==> config.mk <==
export PLATFORM = sky130hd
export DESIGN_NAME = decode_stage
export DESIGN_NICKNAME = d
export VERILOG_FILES = /design/src/rtl/decode_stage.sv
export SDC_FILE = /design/constraint.sdc
export NUM_CORES = 1
export LEC_CHECK = 0
export BUFFER_PORTS_ARGS = -buffer_cell sky130_fd_sc_hd__buf_4
export CAP_MARGIN = 20
export CORE_UTILIZATION = 25
export CTS_CLUSTER_DIAMETER = 150
export DETAILED_ROUTE_END_ITERATION = 8
export GPL_TIMING_DRIVEN = 1
export SYNTH_ARGS = -nofsm -noshare
export SYNTH_HDL_FRONTEND = slang
export SYNTH_SLANG_ARGS = --single-unit
export TNS_END_PERCENT = 1
==> constraint.sdc <==
create_clock -name i_clk -period 17.84 [get_ports i_clk]
set_input_delay 3.568 -clock i_clk [delete_from_list [all_inputs] [get_ports i_clk]]
set_output_delay 3.568 -clock i_clk [all_outputs]
set_load 0.05 [all_outputs]
==> src/rtl/decode_stage.sv <==
`default_nettype none
// ============================================================================
// Module      : decode_stage
// Description : LEG decode stage. A DEPTH-entry {inst, pc} FIFO absorbs fetch
//               pulses (no backpressure) and the head entry is decoded for
//               execute. Optional macro DECODE_ILLEGAL_EN enables o_illegal.
// Revision    : 1.0 - initial release
// ============================================================================
module decode_stage #(
    parameter int DEPTH = 2
) (
    input  logic        i_clk,
    input  logic        i_rst_n,
    input  logic [31:0] i_inst,
    input  logic        i_inst_ready,
    input  logic [31:0] i_pc,
    input  logic        i_stall,
    input  logic        i_flush,
    output logic        o_valid,
    output logic [31:0] o_pc,
    output logic [5:0]  o_opcode,
    output logic [4:0]  o_rd,
    output logic [4:0]  o_rs1,
    output logic [4:0]  o_rs2,
    output logic [31:0] o_imm,
    output logic        o_rtype,
    output logic        o_overflow,
    output logic        o_illegal
);

    localparam int PTR_W = $clog2(DEPTH);
    localparam int CNT_W = PTR_W + 1;
    localparam logic [CNT_W-1:0] FULL_COUNT = CNT_W'(DEPTH);

    localparam logic [5:0] OP_NOP  = 6'h00;
    localparam logic [5:0] OP_ADD  = 6'h01;
    localparam logic [5:0] OP_SUB  = 6'h02;
    localparam logic [5:0] OP_AND  = 6'h03;
    localparam logic [5:0] OP_OR   = 6'h04;
    localparam logic [5:0] OP_ADDI = 6'h08;
    localparam logic [5:0] OP_LDB  = 6'h09;
    localparam logic [5:0] OP_STB  = 6'h0A;
    localparam logic [5:0] OP_BEQ  = 6'h10;
    localparam logic [5:0] OP_JMP  = 6'h11;

    logic [31:0]      inst_mem [DEPTH];
    logic [31:0]      pc_mem   [DEPTH];
    logic [PTR_W-1:0] wr_ptr;
    logic [PTR_W-1:0] rd_ptr;
    logic [CNT_W-1:0] count;
    logic             overflow;

    logic             valid;
    logic             full;
    logic             pop;
    logic             push;
    logic [31:0]      head_inst;
    logic [31:0]      head_pc;
    logic [5:0]       head_op;

    assign valid     = (count != '0);
    assign full      = (count == FULL_COUNT);
    assign pop       = valid && !i_stall;
    // A full buffer still accepts a pulse when the head leaves on the same edge.
    assign push      = i_inst_ready && (!full || pop);
    assign head_inst = inst_mem[rd_ptr];
    assign head_pc   = pc_mem[rd_ptr];
    assign head_op   = head_inst[31:26];

    always_ff @(posedge i_clk) begin
        if (!i_rst_n) begin
            wr_ptr   <= '0;
            rd_ptr   <= '0;
            count    <= '0;
            overflow <= 1'b0;
        end else if (i_flush) begin
            wr_ptr   <= '0;
            rd_ptr   <= '0;
            count    <= '0;
        end else begin
            if (push) begin
                wr_ptr <= wr_ptr + 1'b1;
            end
            if (pop) begin
                rd_ptr <= rd_ptr + 1'b1;
            end
            case ({push, pop})
                2'b10:   count <= count + 1'b1;
                2'b01:   count <= count - 1'b1;
                default: count <= count;
            endcase
            if (i_inst_ready && !push) begin
                overflow <= 1'b1;
            end
        end
    end

    // Storage is intentionally not reset; o_valid masks stale contents.
    always_ff @(posedge i_clk) begin
        if (push && !i_flush && i_rst_n) begin
            inst_mem[wr_ptr] <= i_inst;
            pc_mem[wr_ptr]   <= i_pc;
        end
    end

    always_comb begin
        o_valid  = valid;
        o_pc     = '0;
        o_opcode = '0;
        o_rd     = '0;
        o_rs1    = '0;
        o_rs2    = '0;
        o_imm    = '0;
        o_rtype  = 1'b0;
        if (valid) begin
            o_pc     = head_pc;
            o_opcode = head_op;
            o_rd     = head_inst[25:21];
            o_rs1    = head_inst[20:16];
            o_rs2    = head_inst[15:11];
            case (head_op)
                OP_ADD, OP_SUB, OP_AND, OP_OR: o_rtype = 1'b1;
                OP_ADDI, OP_LDB, OP_STB, OP_BEQ:
                    o_imm = {{16{head_inst[15]}}, head_inst[15:0]};
                OP_JMP:
                    o_imm = {{6{head_inst[25]}}, head_inst[25:0]};
                default: o_imm = '0;
            endcase
        end
    end

    assign o_overflow = overflow;

`ifdef DECODE_ILLEGAL_EN
    logic op_known;

    always_comb begin
        op_known = 1'b0;
        case (head_op)
            OP_NOP, OP_ADD, OP_SUB, OP_AND, OP_OR,
            OP_ADDI, OP_LDB, OP_STB, OP_BEQ, OP_JMP: op_known = 1'b1;
            default:                                 op_known = 1'b0;
        endcase
    end

    assign o_illegal = valid && !op_known;
`else
    assign o_illegal = 1'b0;
`endif

endmodule
`default_nettype wire
==> flow_summary.ini <==
[clock_network]
ctsHoldBuffers = 0
clock_path_buffers = 2
insertion_delay_ns = 0.41
clk_pin_slew_ns = 0.06
cts_tree = built
htree_levels = 4
cts_resized = 0
cts_buffers = 17
cts_root_buffer = clkbuf_16
cts_sinks = 134
post-cts-setup-buffers = 0

[job]
drv_cap = 0

[synth]
synth.area.top_cells = edfxtp_1, mux2i_1, nor2_1, dfxtp_1, nor4_1
ys_seq_elements = 134
synth_area_um2 = 5495
synthFlopType = edfxtp_1
synth_edf_count = 128
synth.avg_cell_area_um2 = 15.39
yosysSeqAreaShare_pct = 72.13
yosysWarnings = 0
synth_cell_types = 38
synth.largest_area_cell = edfxtp_1
synth_top_area_share_pct = 69.95
syn_inst = 357
synth_fp_nets = 427
async_flop_share_pct = 0

[critical_path]
arrival_ns = 3.22
crit_path_end_kind = output port
cp_max_fo = 37
path_class = register to output port
start_kind = register
crit_required_ns = 14.27

[pwr]
p_leak_nw = 2.640
clockPowerShare_pct = 42.4
p_sw_share_pct = 24.10
internal_power_w = 0.0005665
power_frac_seq_pct = 47.5
peakVddDrop_mv = 0.05446
p_sw_w = 0.0001799
combPwrFrac_pct = 10.1
powerDensity_nw_per_um2 = 100.1

[route]
via_per_inst = 4.352
drt-total-wl_um = 12760
antenna_left = 0
wl_per_cell_um = 15.99
drc = 0
drt_pre_antenna_iters = 4
initialDrtViolationCount = 128
via_count = 3473

[place]
place_area_um2 = 6912
gp_congestion = 0.6839
portBuffers = 156
hpwl_um = 8233
placed_cells = 766

[timing]
layout_min_cycle_time_ns = 6.789
finalHoldViolCount = 0
setup_viol = 0
slew_headroom_pct = 34.78
tightest_slew_ns = 0.9783
timing.final.crit_share_pct = 38.05
rsz0062_at_grt = false
max_freq_mhz = 147.3
fin_setup_tns_ns = 0
slew_violations = 0
fin_skew_ns = 0.008286

[final_layout]
antenna_cells = 0
drive_above_1_share_pct = 39.01
fin_nets = 580
finalInstanceArea_um2 = 7453
fin_cells = 798
post-route-util_pct = 35.01
area_growth_pct = 35.63

[global_route]
grt_usage_pct = 11.50
grt_pass1_vias = 3583
grt_overflow_total = 0
antenna_found_initial = 0
grt_max_degree = 72
grt_pass1_wl_um = 19200

[die]
io_pins = 158
die_x_um = 150.3
die_h_um = 150.3
rows = 53
dieArea_um2 = 22580
core_um2 = 21290
start_util_pct = 25.82

[min_path]
worstHoldPathType = register to register

[status]
status = finished clean
==> cell usage after synthesis, types with 3 or more instances <==
cell,n
nand2_1,14
nor4_2,5
buf_2,9
edfxtp_1,128
nand2b_1,3
dfxtp_1,6
o21ai_1,10
clkbuf_1,6
mux2i_1,62
buf_4,7
nor2_1,59
nor4_1,11
xnor2_1,3
==> area by class of cell <==
cell class / instances / area (µm²)
Clock buffer: 18 / 429.2
Tap cell: 275 / 344.1
Inverter: 2 / 7.507
Sequential cell: 134 / 3968
Multi-Input combinational cell: 195 / 1391
Fill cell: 2046 / 13830
Clock inverter: 14 / 112.6
Timing Repair Buffer: 160 / 1201
==> kinds of logic after synthesis <==
group | count (synthesis) | share of synthesized area (%)
DFF | 134 | 72.13
and+or+nand+nor | 105 | 9.517
muxes | 63 | 11.50
buffers and inverters | 28 | 2.869
AOI/OAI and AO/OA | 20 | 2.892
xor gates and xnor gates | 5 | 0.7970
adders and majority gates | 1 | 0.2277
other | 1 | 0.06824
==> layout by cell type (no fill, tap or decap), types with 2 or more instances in the layout <==
master	count
clkinvlp_4	5
clkbuf_16	17
nand3b_1	2
a22oi_2	2
xor2_1	2
inv_1	2
or3_1	2
nor2_1	58
xnor2_1	3
edfxtp_1	128
nor3_2	2
buf_4	160
mux2i_1	62
o21ai_1	10
nand2b_1	3
dfxtp_1	5
clkinv_2	4
a21oi_1	2
nor4_2	5
clkinv_4	2
nor4_1	11
nand2_1	14
clkinv_1	2
==> power groups by stage <==
stage / Clock, W / Combinational, W / Sequential (W)
2_1_floorplan: 0 / 0.0000463 / 0.000360
3_3_place_gp: 0 / 0.0000752 / 0.000361
3_5_place_dp: 0 / 0.0000764 / 0.000361
4_1_cts: 0.000327 / 0.0000766 / 0.000354
5_1_grt: 0.000339 / 0.0000804 / 0.000355
6_report: 0.000317 / 0.0000755 / 0.000354
==> final timing paths <==
check | slack [ns] | from | depth (start not counted) | end
worst max-delay path | 11.05 | register | 4 | o_imm[30]
worst min-delay path | 0.48 | o_overflow$_SDFFE_PN0P_ | 1 | o_overflow$_SDFFE_PN0P_
worst max register to register | 15.57 | count[1]$_SDFFE_PP0P_ | 6 | count[1]$_SDFFE_PP0P_
worst min register to register | 0.48 | o_overflow$_SDFFE_PN0P_ | 1 | o_overflow$_SDFFE_PN0P_
==> layer usage <==
layer | track usage, % | vias to the layer above | share of wire [%]
li1 | - | 1643 | -
met1 | 13.90 | 1711 | 43
met3 | 3.909 | 11 | 6.5
met4 | 4.545 | 0 | 1.3
met5 | 0 | - | 0
met2 | 18.73 | 108 | 49
==> metrics by stage <==
step                hold slack (ns)  setup slack, ns   power, W
detailed placement           0.4704            11.41  0.0004374
CTS                          0.4845            10.95  0.0007582
finish                       0.4757            11.05  0.0007464
global placement             0.4492            11.51  0.0004358
floorplan                    0.4714            9.089  0.0004067
global route                 0.4956            10.83  0.0007739
==> worst max-delay path, cell delays in order, from the launching register on <==
cell and delay [ns]:
dfxtp_4 0.70, mux2_1 0.73, or3_1 0.66, o21ai_1 0.43, buf_4 0.28
==> sequential cells by signal, summed over array words and instances (netlist names), named ones only <==
register    cells
o_overflow      1
pc_mem         64
rd_ptr          1
wr_ptr          1
count           2
inst_mem       64
Note: power is estimated with default switching activity, not from simulation.
